## config.mk

```make
export PLATFORM = sky130hd
export DESIGN_NAME = vic_int_arb
export DESIGN_NICKNAME = d
export VERILOG_FILES = /design/src/rtl/vic_int_arb.sv
export SDC_FILE = /design/constraint.sdc
export NUM_CORES = 1
export LEC_CHECK = 0
export BUFFER_PORTS_ARGS = -buffer_cell sky130_fd_sc_hd__buf_2
export CORE_MARGIN = 1
export CORE_UTILIZATION = 30
export CTS_CLUSTER_SIZE = 30
export DETAILED_ROUTE_END_ITERATION = 12
export GPL_ROUTABILITY_DRIVEN = 0
export SYNTH_ARGS = -nofsm -noshare
export SYNTH_HDL_FRONTEND = slang
export SYNTH_SLANG_ARGS = --single-unit
```

## constraint.sdc

```tcl
create_clock -name wic_clk -period 73.9 [get_ports wic_clk]
set_input_delay 3.695 -clock wic_clk [delete_from_list [all_inputs] [get_ports wic_clk]]
set_output_delay 3.695 -clock wic_clk [all_outputs]
set_load 0.01 [all_outputs]
```

## src/rtl/vic_int_arb.sv

```systemverilog
// Arbitrates 32 WIC pending lines by priority and presents one request/vector to the core.
// Latency: 2 cycles from effective pending to request; holds request until ack, withdraw or reset.
module vic_int_arb #(
    parameter int NUM_INT = 32,
    parameter int PRIO_W  = 2
) (
    input  logic                      wic_clk,
    input  logic                      pad_cpu_rst_b,
    input  logic [NUM_INT-1:0]        pad_vic_int_vld,
    input  logic [NUM_INT-1:0]        pad_vic_int_cfg,
    input  logic [NUM_INT-1:0]        vic_int_en,
    input  logic [NUM_INT*PRIO_W-1:0] vic_int_prio,
    input  logic                      cpu_vic_int_ack,
    input  logic                      cpu_vic_int_exit,
    output logic                      vic_cpu_int_req,
    output logic [4:0]                vic_cpu_int_vec,
    output logic [PRIO_W-1:0]         vic_cpu_int_prio,
    output logic                      vic_int_active,
    output logic [NUM_INT-1:0]        vic_wic_pend_clr
);

    typedef enum logic [1:0] {
        IDLE   = 2'd0,
        REQ    = 2'd1,
        ACTIVE = 2'd2
    } state_t;

    state_t              state;
    state_t              state_nxt;
    logic [NUM_INT-1:0]  edge_ff;
    logic [NUM_INT-1:0]  pend_p;
    logic [NUM_INT-1:0]  eff;
    logic [NUM_INT-1:0]  take_vec;
    logic                win_vld;
    logic [4:0]          win_vec;
    logic [PRIO_W-1:0]   win_prio;
    logic                arb_vld;
    logic [4:0]          arb_vec;
    logic [PRIO_W-1:0]   arb_prio;
    logic                take;
    logic                load;

    assign eff = vic_int_en & ((pad_vic_int_cfg & pend_p) | (~pad_vic_int_cfg & pad_vic_int_vld));

    // Strict greater-than keeps the lowest index on a priority tie.
    always_comb begin
        win_vld  = 1'b0;
        win_vec  = '0;
        win_prio = '0;
        for (int n = 0; n < NUM_INT; n++) begin
            if (eff[n] && (!win_vld || (vic_int_prio[n*PRIO_W +: PRIO_W] > win_prio))) begin
                win_vld  = 1'b1;
                win_vec  = 5'(n);
                win_prio = vic_int_prio[n*PRIO_W +: PRIO_W];
            end
        end
    end

    always_ff @(posedge wic_clk or negedge pad_cpu_rst_b) begin
        if (!pad_cpu_rst_b) begin
            arb_vld  <= 1'b0;
            arb_vec  <= '0;
            arb_prio <= '0;
        end else begin
            arb_vld  <= win_vld;
            arb_vec  <= win_vec;
            arb_prio <= win_prio;
        end
    end

    always_ff @(posedge wic_clk or negedge pad_cpu_rst_b) begin
        if (!pad_cpu_rst_b) state <= IDLE;
        else                state <= state_nxt;
    end

    always_comb begin
        state_nxt = state;
        case (state)
            IDLE:    if (arb_vld) state_nxt = REQ;
            REQ: begin
                if (cpu_vic_int_ack)             state_nxt = ACTIVE;
                else if (!eff[vic_cpu_int_vec])  state_nxt = IDLE;
            end
            ACTIVE:  if (cpu_vic_int_exit) state_nxt = IDLE;
            default: state_nxt = IDLE;
        endcase
    end

    always_comb begin
        vic_cpu_int_req = (state == REQ);
        vic_int_active  = (state == ACTIVE);
        take            = (state == REQ) && cpu_vic_int_ack;
        load            = (state == IDLE) && arb_vld;
    end

    assign take_vec = take ? (NUM_INT'(1) << vic_cpu_int_vec) : '0;

    // Pulse pending is cleared on the ack edge itself so it cannot re-win after exit;
    // a fresh edge in the same cycle survives the clear.
    always_ff @(posedge wic_clk or negedge pad_cpu_rst_b) begin
        if (!pad_cpu_rst_b) begin
            edge_ff          <= '0;
            pend_p           <= '0;
            vic_wic_pend_clr <= '0;
            vic_cpu_int_vec  <= '0;
            vic_cpu_int_prio <= '0;
        end else begin
            edge_ff          <= pad_vic_int_vld;
            pend_p           <= (pend_p & ~take_vec) | (pad_vic_int_vld & ~edge_ff);
            vic_wic_pend_clr <= take_vec;
            if (load) begin
                vic_cpu_int_vec  <= arb_vec;
                vic_cpu_int_prio <= arb_prio;
            end
        end
    end

endmodule

```

# ---- Word level (Yosys, flattened, before mapping)
# Index checks and enable logic that the tools add are counted.
dict set report word_totals {
  ff_bits 113
  inputBits 164
  output_inout_bits 41
  elab_cells 257
}
dict set report op_classes {
  n_lt_le_gt_ge 32
  eq_ne 5
  shift 1
  n_mux 103
  n_bitwise 10
  reduce_logical 97
}
# cell count
set ops {}
lappend ops {{AND 32 bit} 5}
lappend ops {{2-to-1 mux 5 bit} 29}
lappend ops {{inverter 32 bit} 3}
lappend ops {{2-to-1 mux 2 bit} 37}
lappend ops {{bitwise OR 32 bit} 2}
lappend ops {{> comparator 2 bit} 31}
lappend ops {{2-to-1 mux 1 bit} 34}
lappend ops {{logical AND 1 bit} 33}
lappend ops {{2-to-1 mux 32 bit} 1}
lappend ops {{left shift 1 x 5 -> 32 bit (first input constant)} 1}
lappend ops {{logical NOT 1 bit} 31}
lappend ops {{logical OR 1 bit} 31}
lappend ops {{< comparator 5 x 6 -> 1 bit (second input constant)} 1}
lappend ops {{case mux 2 bit (3 select lines)} 1}
lappend ops {{binary-select mux 1 bit (select 5 bit)} 1}
lappend ops {{!= test 2 bit (second input constant)} 2}
lappend ops {{!= test 3 bit (second input constant)} 1}
lappend ops {{AND reduction 3 bit} 1}
lappend ops {{== test 2 x 1 -> 1 bit (second input constant)} 1}
lappend ops {{== test 2 bit (second input constant)} 1}
lappend ops {{logical NOT 2 bit} 1}

# ---- Depth between registers and ports, before layout
# Gate-level depths: netlist of run 1.
dict set report depth {
  depth_word 129
  depth_mapped 214
  mapped_depth_nobuf 213
}

# ---- Worst setup path after synthesis of run 1
# Ideal clock, no wire load.
dict set report synth_path {
  path_type {input to register}
  from {input pad_vic_int_cfg[0]}
  to {register arb_prio[0]}
  t_arrival_ns 39.198
  path_slack_ns 34.578
  cell_stages 202
  path_buffers 1
  cell_sequence {mux2_2 and2_1 nand2_1 ha_1 nor2b_1 o21a_1 o2111a_1 nor2_1 ha_1 nor2b_1 o21ai_0 a21oi_1 o32ai_1 ha_1 nor2b_1 a2bb2oi_1 o21ba_2 o21a_1 [166 not listed] a21oi_1 nand2_1 ha_1 nand2_1 o21ai_0 a21o_1 mux2_2 ha_1 nor2b_1 o21ai_0 a21oi_1 mux2_2 ha_1 nand2_1 o21ai_0 a21o_1 nor2b_1 a211o_1}
}
dict set report synth_between {
  elab_chain_len 129
  elab_cells_between_ends 192
}
# item line
set synth_lines {}
lappend synth_lines {{start: declaration} 10} ;# input logic [NUM_INT-1:0] pad_vic_int_cfg,
lappend synth_lines {{inverter 32 bit} 43} ;# assign eff = vic_int_en & ((pad_vic_int_cfg & pend_p) | (~pad_vic_int_cfg & pad_vic_int_vld));
lappend synth_lines {{AND 32 bit} 43}
lappend synth_lines {{bitwise OR 32 bit *} 43}
lappend synth_lines {{AND 32 bit *} 43}
lappend synth_lines {{2-to-1 mux 2 bit / 2-to-1 mux 1 bit (equally long branches)} 51} ;# if (eff[n] && (!win_vld || (vic_int_prio[n*PRIO_W +: PRIO_W] > win_prio))) begin
lappend synth_lines {{> comparator 2 bit / logical NOT 1 bit (equally long branches)} 51}
lappend synth_lines {{logical OR 1 bit} 51}
lappend synth_lines {{logical AND 1 bit} 51}
lappend synth_lines {{[114 not listed]} n/a}
lappend synth_lines {{logical OR 1 bit} 51}
lappend synth_lines {{logical AND 1 bit} 51}
lappend synth_lines {{2-to-1 mux 2 bit / 2-to-1 mux 1 bit (equally long branches)} 51}
lappend synth_lines {{> comparator 2 bit / logical NOT 1 bit (equally long branches)} 51}
lappend synth_lines {{logical OR 1 bit} 51}
lappend synth_lines {{logical AND 1 bit} 51}
lappend synth_lines {{2-to-1 mux 2 bit *} 51}
lappend synth_lines {{named net win_prio[0]} 36} ;# logic [PRIO_W-1:0] win_prio;
lappend synth_lines {{end signal: assignment} 67} ;# arb_prio <= win_prio;
lappend synth_lines {{end: declaration} 39} ;# logic [PRIO_W-1:0] arb_prio;
# The timed path passes the listed nets; every way through them passes the cells marked *.
# A chain may end at the register's enable or synchronous reset.

# ---- Worst setup path after layout of run 1
# Same ends and word-level chain as after synthesis.

==> results.ini, run 1 <==
[clock_tree]
hold_buffers = 0
clock-sinks = 113
cts_setup_buffers = 0
cts_tree = done
cts_root_buf = clkbuf_16
clock_path_buffers = 2
cts_htree_levels = 4
clkLatencyLatePin_ns = 0.42
cts-resized-gates = 0
path_clk_slew_ns = 0.06
cts_buffers = 17

[global_route]
gr-usage-met3 = 0.0405
grt_max_degree = 72
grt_pass1_vias = 6883
grt_pass1_wl_um = 37400
overflow = 0
antenna_found_initial = 8
busiest_layer = met2
met2_usage = 0.324
gr-usage-met1 = 0.238
grt_util_all_layers = 0.190

[worst_setup_path]
path_max_fanout = 10
startpoint_type = input port
crit_arrival_ns = 44.45
criticalPathCategory = in -> reg
crit_top_cell = nor2_1
slowest_stage = o32ai_1
reg2reg_depth = 199
cp.required_ns = 74.21
cpPeakStageDelay_ns = 0.67
end_kind = flop

[drt]
wl_um = 24100
first_pass_iters = 5
route.vias.total = 7050
wl_per_cell_um = 17.1
drt_iter0_markers = 513
remaining_drc_errors = 0
viasPerCell = 5.00
ant_nets = 0

[timing]
hold_viol = 0
tightest_slew_ns = 1.20
maxSlewViolCount = 0
tns_ns = 0
max_freq_mhz = 22.7
fin_skew_ns = 0.0146
rsz0062_at_grt = no
hold_ws_ns = 0.411
slew_headroom = 0.201
setup_viol = 0
finalCriticalPeriod_ns = 44.14
finalCritPeriodShare = 0.597

[synth]
syn_avg_cell_area_um2 = 8.79
synthCells = 853
synthArstFlopShare = 1.00
syn_nets = 1056
synthMuxAreaShare = 0.0876
synth_cell_types = 82
synth-edff-count = 0
syn_area_um2 = 7500
synth_ff_type = dfrtp_1
synth_fa_ha_area_frac = 0.0733
synth-compound-area-share = 0.217
synth_seq_cells = 113
synth-simple-area-share = 0.199
synth_top_area_share = 0.377
synth_top_cell_by_area = dfrtp_1
ys_warn_count = 0
synth_xor_area_frac = 0
synth_top_family_by_area = compound AO/OA/AOI/OAI gates
yosysSeqAreaShare = 0.377
yosys-top-cells-area = dfrtp_1 38%, o21ai_0 6.5%, ha_1 6.5%

[status]
outcome = finished clean

[placed_design]
port_buffers = 204
hpwl_um = 19100

[finish]
syn_to_final_growth_pct = 26.3
final-seq-area_um2 = 2830
nNetsFinal = 1271
multiInputGateArea_um2 = 4330
nFillCells = 2521
drive_above_1_share = 0.284

[worst_hold_path]
whs_path_depth = 1
hold_class = reg -> reg

[job]
drv_cap = 0

[floorplan]
die-area_um2 = 25600
die_w_um = 160
io_pins = 205
die_y_um = 160
core_um2 = 24400
initial_utilization = 0.307
row_count = 57

[power_and_ir_drop]
power.density_nw_per_um2 = 34.2
p_leak_nw = 4.54
peakVddDrop_mv = 0.0140

==> final timing paths <==
kind	start	endpoint	slack (ns)
min in group asynchronous	pad_cpu_rst_b	vic_wic_pend_clr[31]	3.26
hold reg to reg	edge_ff[31]	pend_p[31]	0.41
hold / removal	edge_ff[31]	pend_p[31]	0.41
setup reg to reg	pend_p[0]	arb_prio[0]	32.80
max in group asynchronous	pad_cpu_rst_b	edge_ff[0]	69.33
setup / recovery	pad_vic_int_cfg[0]	arb_prio[0]	29.76
==> report_power, final <==
part / switching [mW] / internal, mW
Sequential: 0.00697 / 0.0702
Combinational: 0.0960 / 0.0734
Clock: 0.0311 / 0.0466
==> flip-flops by register name, summed over array words and instances, names as in the netlist <==
register,count
arb_vld,1
vic_cpu_int_vec,5
arb_prio,2
pend_p,32
arb_vec,5
edge_ff,32
vic_wic_pend_clr,32
state,2
vic_cpu_int_prio,2
==> worst max-delay path: cells and delay by family <==
kind	cells	cell delay, ns
AOI/OAI and AO/OA	82	18.35
adders and majority gates	36	9.99
buffers and inverters	5	0.43
muxes	7	2.26
and+or+nand+nor	70	9.68
==> per-stage QoR <==
| stage | area (µm²) | power (mW) | instances | setup slack, ns | utilization |
|---|---|---|---|---|---|
| 2_1_floorplan | 7500 | 0.202 | 853 | 34.58 | - |
| 3_3_place_gp | 8900 | 0.244 | 1373 | 30.68 | 0.365 |
| 3_5_place_dp | 8900 | 0.247 | 1373 | 29.80 | 0.365 |
| 4_1_cts | 9460 | 0.326 | 1405 | 30.14 | 0.388 |
| 5_1_grt | 9470 | 0.351 | 1410 | 26.30 | 0.388 |
| 6_report | 9470 | 0.324 | 1410 | 29.76 | 0.388 |
==> Yosys cell counts (7+ instances only) <==
cell type,number
dfrtp_1,113
o21ai_0,98
nand2_1,96
nor2_1,92
inv_1,78
ha_1,39
mux2_2,31
a21oi_1,27
nand3_1,26
nor2b_1,25
and2_1,13
nand2b_1,13
and3_1,12
a21o_1,10
clkbuf_1,9
mux2i_1,9
mux4_2,9
o211ai_1,9
nand4_1,8
nor3_1,8
o21a_1,7
==> layout make-up <==
type / instances / share of cell area
Antenna cell: 5 / 0.00132
Multi-Input combinational cell: 651 / 0.457
Clock buffer: 18 / 0.0453
Timing Repair Buffer: 206 / 0.110
Inverter: 79 / 0.0313
Sequential cell: 113 / 0.299
Clock inverter: 14 / 0.0140
Tap cell: 324 / 0.0428
==> metal layers <==
layer  wire length, µm  vias to the layer above
met5                38                        -
met4               325                        6
met3              1250                       25
met2             11900                      213
met1             10600                     3322
li1                  -                     3484
==> layout by cell type (no fill, tap or decap), types with 4 or more instances in the layout <==
cell type / n
a211oi_1: 4
a21boi_0: 5
a21o_1: 10
a21oi_1: 27
a222oi_1: 4
a22oi_1: 4
a31oi_1: 6
and2_1: 13
and3_1: 12
buf_2: 203
clkbuf_16: 17
clkinv_4: 4
dfrtp_1: 113
diode_2: 5
ha_1: 39
inv_1: 78
inv_6: 4
maj3_1: 5
mux2_2: 31
mux2i_1: 9
mux4_2: 9
nand2_1: 96
nand2b_1: 13
nand3_1: 26
nand4_1: 8
nor2_1: 92
nor2b_1: 25
nor3_1: 8
nor3b_1: 4
o211ai_1: 9
o21a_1: 7
o21ai_0: 98
o21ai_1: 5
==> kinds of logic (layout without fill, tap and decap cells) <==
group	after synthesis	in the layout
compound gates	241	241
fa+ha+maj	45	45
buf+inv	89	317
flops	113	113
mux	50	50
other cells	0	5
simple gates	315	315
Note: power is estimated with default switching activity, not from simulation.
==> run 2: changes to the inputs <==
==> constraint.sdc (replaced) <==
create_clock -name wic_clk -period 36.7 [get_ports wic_clk]
set_input_delay 1.835 -clock wic_clk [delete_from_list [all_inputs] [get_ports wic_clk]]
set_output_delay 1.835 -clock wic_clk [all_outputs]
set_load 0.01 [all_outputs]
==> run 2 against run 1 <==
Final area grew 23%; clock-buffer cell count increased by 1; global-route usage is 1.2 points higher; first-iteration DRC count fell by 2.1%; utilization is 9.0 points higher; combinational power rose to 3.4 times the previous value; setup slack got worse by 30 ns.
==> results.ini, run 2 (synthesis gave the netlist of run 1 again) <==
[drt]
met1_length_um = 11700  ; +10%
dr_wl_met3_um = 1110  ; -11%
wl_met2_um = 13100  ; +10%
drt_iter0_markers = 502  ; -2.1%
ant_nets = 0  ; unchanged
first_pass_iters = 5  ; unchanged
route.vias.total = 7965  ; +13%
highest_layer = met5
wl_per_cell_um = 17.0  ; -0.87%
viasPerCell = 5.01  ; +0.19%
wl_um = 27000  ; +12%
remaining_drc_errors = 0  ; unchanged

[worst_hold_path]
whs_path_depth = 1  ; unchanged
hold_class = reg -> reg
min_from = edge_ff[31]
min_to = pend_p[31]

[job]
drv_cap = 0  ; unchanged

[timing]
fin_skew_ns = 0.0118  ; -0.00274 ns
hold_ws_ns = 0.414  ; +0.00327 ns
maxSlewViolCount = 0  ; unchanged
tightest_slew_ns = 1.11  ; -0.0886 ns
slew_headroom = 0.260  ; +0.0592
max_freq_mhz = 27.3
setup_viol = 0  ; unchanged
hold_viol = 0  ; unchanged
rsz0062_at_grt = yes
finalCriticalPeriod_ns = 36.63
finalCritPeriodShare = 0.998

[floorplan]
row_count = 57  ; unchanged
die-area_um2 = 25600  ; unchanged
io_pins = 205  ; unchanged
core_um2 = 24400  ; unchanged
initial_utilization = 0.307  ; unchanged
die_w_um = 160  ; unchanged
die_y_um = 160  ; unchanged

[worst_setup_path]
crit_top_cell = ha_1
crit_arrival_ns = 36.93  ; -7.52 ns
reg2reg_from = pend_p[0]
r2r_end = arb_prio[0]
criticalPathCategory = in -> reg
reg2reg_depth = 202  ; +1.5%
startpoint_type = input port
reg2reg_slack_ns = 1.23  ; -31.57 ns
slowest_stage = a2111o_1
end_kind = flop
path_max_fanout = 5  ; -5
cp-startpoint = pad_vic_int_cfg[0]
cpPeakStageDelay_ns = 0.46  ; -0.21 ns
cp.required_ns = 37.00  ; -37.21 ns

[power_and_ir_drop]
p_int_mw = 0.547  ; +190%
power_switching_mw = 0.348  ; +160%
switching_share = 0.388  ; -0.0251
peakVddDrop_mv = 0.0389  ; +180%
power.density_nw_per_um2 = 76.7  ; +120%
pwr-share-comb = 0.648  ; +0.126
pwr-share-seq = 0.174  ; -0.064
p_leak_nw = 5.58  ; +23%
p_clk_frac = 0.178  ; -0.062

[placed_design]
port_buffers = 204  ; unchanged
hpwl_um = 20000  ; +4.4%

[finish]
final-seq-area_um2 = 2830  ; unchanged
nFillCells = 2330  ; -7.6%
drive_above_1_share = 0.482  ; +0.198
syn_to_final_growth_pct = 55.7
multiInputGateArea_um2 = 5160  ; +19%
nNetsFinal = 1448  ; +14%
layout_commonest_cell = buf_2
mostFrequentLayoutCells = 202 x buf_2, 176 x buf_4, 113 x dfrtp_1
reg_top3 = edge_ff x32, pend_p x32, vic_wic_pend_clr x32
utilization = 0.479  ; +0.0904

[clock_tree]
cts_tree = done
path_clk_slew_ns = 0.06  ; about the same
clock-sinks = 113  ; unchanged
cts_htree_levels = 4  ; unchanged
cts_buffers = 17  ; unchanged
clock_path_buffers = 2  ; unchanged
clkLatencyLatePin_ns = 0.41  ; about the same
cts_root_buf = clkbuf_16

[global_route]
antenna_found_initial = 10  ; +2
grt_util_all_layers = 0.202  ; +0.0125
overflow = 0  ; unchanged
grt_pass1_wl_um = 40000  ; +7.0%
grt_pass1_vias = 7653  ; +11%
grt_max_degree = 75  ; +4.2%

[status]
outcome = finished clean

run 2: stage by stage:
step / setup WS [ns] / instance area (µm²) / std cells / TNS (ns) / power, mW
3_5_place_dp: -1.22 / 9670 / 1470 / -8.12 / 0.570
2_1_floorplan: 0.0286 / 7540 / 853 / 0 / 0.410
6_report: 0.0670 / 11700 / 1590 / 0 / 0.895
4_1_cts: 0.0399 / 10800 / 1552 / 0 / 0.779
5_1_grt: -1.89 / 11700 / 1590 / -12.88 / 0.961
3_3_place_gp: -0.554 / 9670 / 1470 / -3.49 / 0.563
run 2: cell type report:
cell class,count,share of cell area
diodes,8,0.00171
clock buffers,19,0.0388
clock inverters,13,0.0107
inverters,79,0.0256
multi-input cells,651,0.442
flip-flops and latches,113,0.242
well taps,324,0.0347
repair buffers,383,0.205
run 2: worst max-delay path: cells and delay by family:
kind | cells | cell delay [ns]
AND/OR/NAND/NOR | 70 | 8.17
AO/OA/AOI/OAI | 84 | 14.39
adder cells (fa/ha/maj) | 36 | 9.70
multiplexers | 7 | 2.24
buffers and inverters | 6 | 0.59
run 2: routing by layer:
metal / up-vias / track usage
li1: 3866 / -
met1: 3774 / 0.256
met2: 257 / 0.338
met3: 66 / 0.0345
met4: 2 / 0.0874
met5: - / 0
run 2: worst max path at each step:
stage / endpoint / slack (ns) / cells after the start
final: arb_prio[0] / 0.07 / 203
after global routing: arb_vec[0] / -1.89 / 208
after CTS: arb_prio[0] / 0.04 / 204
after detailed placement: arb_prio[0] / -1.22 / 203
after global placement: arb_vec[1] / -0.55 / 201
after floorplan: arb_prio[0] / 0.03 / 202
run 2: power by group through the flow:
stage | Combinational [mW] | Sequential, mW | Clock, mW
after floorplan | 0.257 | 0.153 | 0
after global placement | 0.406 | 0.157 | 0
after detailed placement | 0.413 | 0.158 | 0
after CTS | 0.460 | 0.155 | 0.163
after global routing | 0.634 | 0.157 | 0.169
final | 0.580 | 0.155 | 0.159
run 2: timing repair:
item	4_1_cts	5_1_grt
gates resized for setup	35	138
setup buffers	50	30
pin swaps	45	155
hold buffers	0	0
endpoints found under the setup margin	7	7
hold endpoints to repair	0	0
==> run 3: changes to the inputs <==
--- a/config.mk
+++ b/config.mk
@@ -5,6 +5,7 @@
 export SDC_FILE = /design/constraint.sdc
 export NUM_CORES = 1
 export LEC_CHECK = 0
+export ABC_AREA = 1
 export BUFFER_PORTS_ARGS = -buffer_cell sky130_fd_sc_hd__buf_2
 export CORE_MARGIN = 1
 export CORE_UTILIZATION = 30
==> run 3 against run 2 <==
Largest cell class unchanged; cell count down 0.44%; clock skew down 0.0051 ns; sequential share of layout area up 5.3 points; die area up 1.1%; critical path type unchanged; area after synthesis up 1.2%; clock power up 5%.
==> results.ini, run 3 <==
[status]
outcome = finished clean

[synth]
synth-simple-area-share = 0.311  ; +0.112
yosys-top-cells-area = dfrtp_1 37%, inv_1 9.5%, o21ai_0 9.4%
synth_fa_ha_area_frac = 0.0643  ; -0.00892
synth-compound-area-share = 0.148  ; -0.0695
netlist_top_cells_count = 191 x inv_1, 151 x nand2_1, 143 x o21ai_0
synth_cell_types = 35  ; -57%
ys_warn_count = 0  ; unchanged
synth_top_family_by_area = simple AND/OR/NAND/NOR gates
synthMuxAreaShare = 0.00297  ; -0.0846
synthArstFlopShare = 1.00  ; unchanged
synth-edff-count = 0  ; unchanged
syn_avg_cell_area_um2 = 7.36  ; -16%
syn_nets = 1233  ; +17%
synth_most_common_cell = inv_1
synth_top_cell_by_area = dfrtp_1
yosysSeqAreaShare = 0.373  ; -0.00429
synthCells = 1030  ; +21%
synth_top_area_share = 0.373  ; -0.00429
synth_seq_cells = 113  ; unchanged
syn_area_um2 = 7580  ; +1.2%
synth_ff_type = dfrtp_1
synth_xor_area_frac = 0  ; unchanged

[drt]
wl_um = 23700  ; -12%
first_pass_iters = 5  ; unchanged
wl_met2_um = 10900  ; -17%
drt_iter0_markers = 366  ; -27%
dr_wl_met3_um = 1210  ; +9.0%
met1_length_um = 11000  ; -6.1%
ant_nets = 0  ; unchanged
wl_per_cell_um = 15.0  ; -12%
remaining_drc_errors = 0  ; unchanged
route.vias.total = 7327  ; -8.0%
viasPerCell = 4.63  ; -7.6%
highest_layer = met4

[global_route]
grt_pass1_vias = 7366  ; -3.8%
grt_util_all_layers = 0.189  ; -0.0132
grt_pass1_wl_um = 37600  ; -6.2%
overflow = 0  ; unchanged
grt_max_degree = 68  ; -9.3%
antenna_found_initial = 2  ; -8

[worst_setup_path]
crit_arrival_ns = 33.39  ; -3.54 ns
criticalPathCategory = in -> reg
startpoint_type = input port
slowest_stage = or2_2
end_kind = flop
cp.required_ns = 36.99  ; about the same
path_max_fanout = 6  ; +1
cpPeakStageDelay_ns = 0.32  ; -0.14 ns

[clock_tree]
clock_path_buffers = 2  ; unchanged
path_clk_slew_ns = 0.06  ; about the same
cts_buffers = 17  ; unchanged
cts_tree = done
cts_setup_buffers = 0  ; -100%
cts_htree_levels = 4  ; unchanged
clock-sinks = 113  ; unchanged
cts_root_buf = clkbuf_16
clkLatencyLatePin_ns = 0.42  ; about the same
hold_buffers = 0  ; unchanged

[finish]
final-seq-area_um2 = 2830  ; unchanged
multiInputGateArea_um2 = 3990  ; -23%
nNetsFinal = 1448  ; unchanged
drive_above_1_share = 0.277  ; -0.204
nFillCells = 2611  ; +12%
finalInstanceArea_um2 = 9580  ; -18%
mostFrequentLayoutCells = 203 x buf_2, 191 x inv_1, 151 x nand2_1
reg_top3 = edge_ff x32, pend_p x32, vic_wic_pend_clr x32
syn_to_final_growth_pct = 26.3
layout_commonest_cell = buf_2

[placed_design]
port_buffers = 204  ; unchanged
placed_cell_area_um2 = 8990  ; -7.0%
hpwl_um = 19300  ; -3.3%
dp_slack_ns = 1.66  ; +2.88 ns

[timing]
finalCriticalPeriod_ns = 33.09  ; -3.54 ns
tightest_slew_ns = 0.862  ; -0.245 ns
setup_ws_ns = 3.61  ; +3.54 ns
fin_skew_ns = 0.00675  ; -0.00508 ns
finalCritPeriodShare = 0.902  ; -0.0965
slew_headroom = 0.426  ; +0.165
hold_viol = 0  ; unchanged
tns_ns = 0  ; unchanged
max_freq_mhz = 30.2  ; +11%
rsz0062_at_grt = no
maxSlewViolCount = 0  ; unchanged
setup_viol = 0  ; unchanged

[power_and_ir_drop]
p_leak_nw = 5.23  ; -6.3%
peakVddDrop_mv = 0.0246  ; -37%
power.density_nw_per_um2 = 74.0  ; -3.4%

[floorplan]
die_y_um = 161  ; +0.57%
io_pins = 205  ; unchanged
die-area_um2 = 25900  ; +1.1%
die_w_um = 161  ; +0.57%
row_count = 57  ; unchanged
initial_utilization = 0.309  ; +0.00173
core_um2 = 24500  ; +0.58%

[job]
drv_cap = 0  ; unchanged

[worst_hold_path]
hold_class = reg -> reg

run 3: repair_timing:
item                                    CTS  global route
resized for setup                         0            19
endpoints found under the setup margin    0             7
hold endpoints to repair                  0             0
run 3: critical path, delay by kind of cell:
kind	cells	cell delay, ns
AOI/OAI and AO/OA	53	10.04
adders and majority gates	31	8.46
buffers and inverters	21	1.49
and+or+nand+nor	116	11.50
run 3: final cells by class:
class / count / area share
clock buffer: 18 / 0.0448
antenna: 1 / 0.000261
clock inverter: 14 / 0.0162
multi-input combinational: 713 / 0.416
timing repair buffer: 207 / 0.109
tap: 324 / 0.0423
inverter: 193 / 0.0756
sequential: 113 / 0.295
run 3: path summary, 6_finish.rpt:
kind / startpoint / endpoint / slack, ns / cells past startpoint
max in group asynchronous: pad_cpu_rst_b / pend_p[17] / 33.94 / 2
max: pad_vic_int_vld[0] / arb_vec[4] / 3.61 / 221
min in group asynchronous: pad_cpu_rst_b / edge_ff[1] / 1.45 / 1
min reg2reg: edge_ff[12] / pend_p[12] / 0.41 / 1
max reg2reg: pend_p[0] / arb_vec[4] / 4.79 / 220
min: edge_ff[12] / pend_p[12] / 0.41 / 1
run 3: power by group:
| part | switching [mW] | internal [mW] | total [mW] |
|---|---|---|---|
| Sequential | 0.0103 | 0.140 | 0.151 |
| Clock | 0.0657 | 0.101 | 0.167 |
| Combinational | 0.250 | 0.142 | 0.392 |
| Total | 0.326 | 0.383 | 0.709 |
run 3: cell families after synthesis:
| family | Yosys count |
|---|---|
| buffers and inverters | 204 |
| multiplexers | 2 |
| AO/OA/AOI/OAI | 209 |
| AND/OR/NAND/NOR | 463 |
| adder cells (fa/ha/maj) | 39 |
| flip-flops | 113 |
run 3: per-stage QoR:
| step | hold slack (ns) | util | cells | power (mW) |
|---|---|---|---|---|
| floorplan | 0.400 | - | 1030 | 0.448 |
| global placement | 0.400 | 0.367 | 1550 | 0.536 |
| detailed placement | 0.408 | 0.367 | 1550 | 0.545 |
| CTS | 0.415 | 0.390 | 1582 | 0.715 |
| global route | 0.425 | 0.390 | 1582 | 0.777 |
| finish | 0.413 | 0.391 | 1583 | 0.709 |
run 3: layer usage:
layer | vias to the layer above | track usage
met3 | 30 | 0.0426
met5 | - | 0
met4 | 0 | 0.0699
met2 | 198 | 0.307
li1 | 3762 | -
met1 | 3337 | 0.245
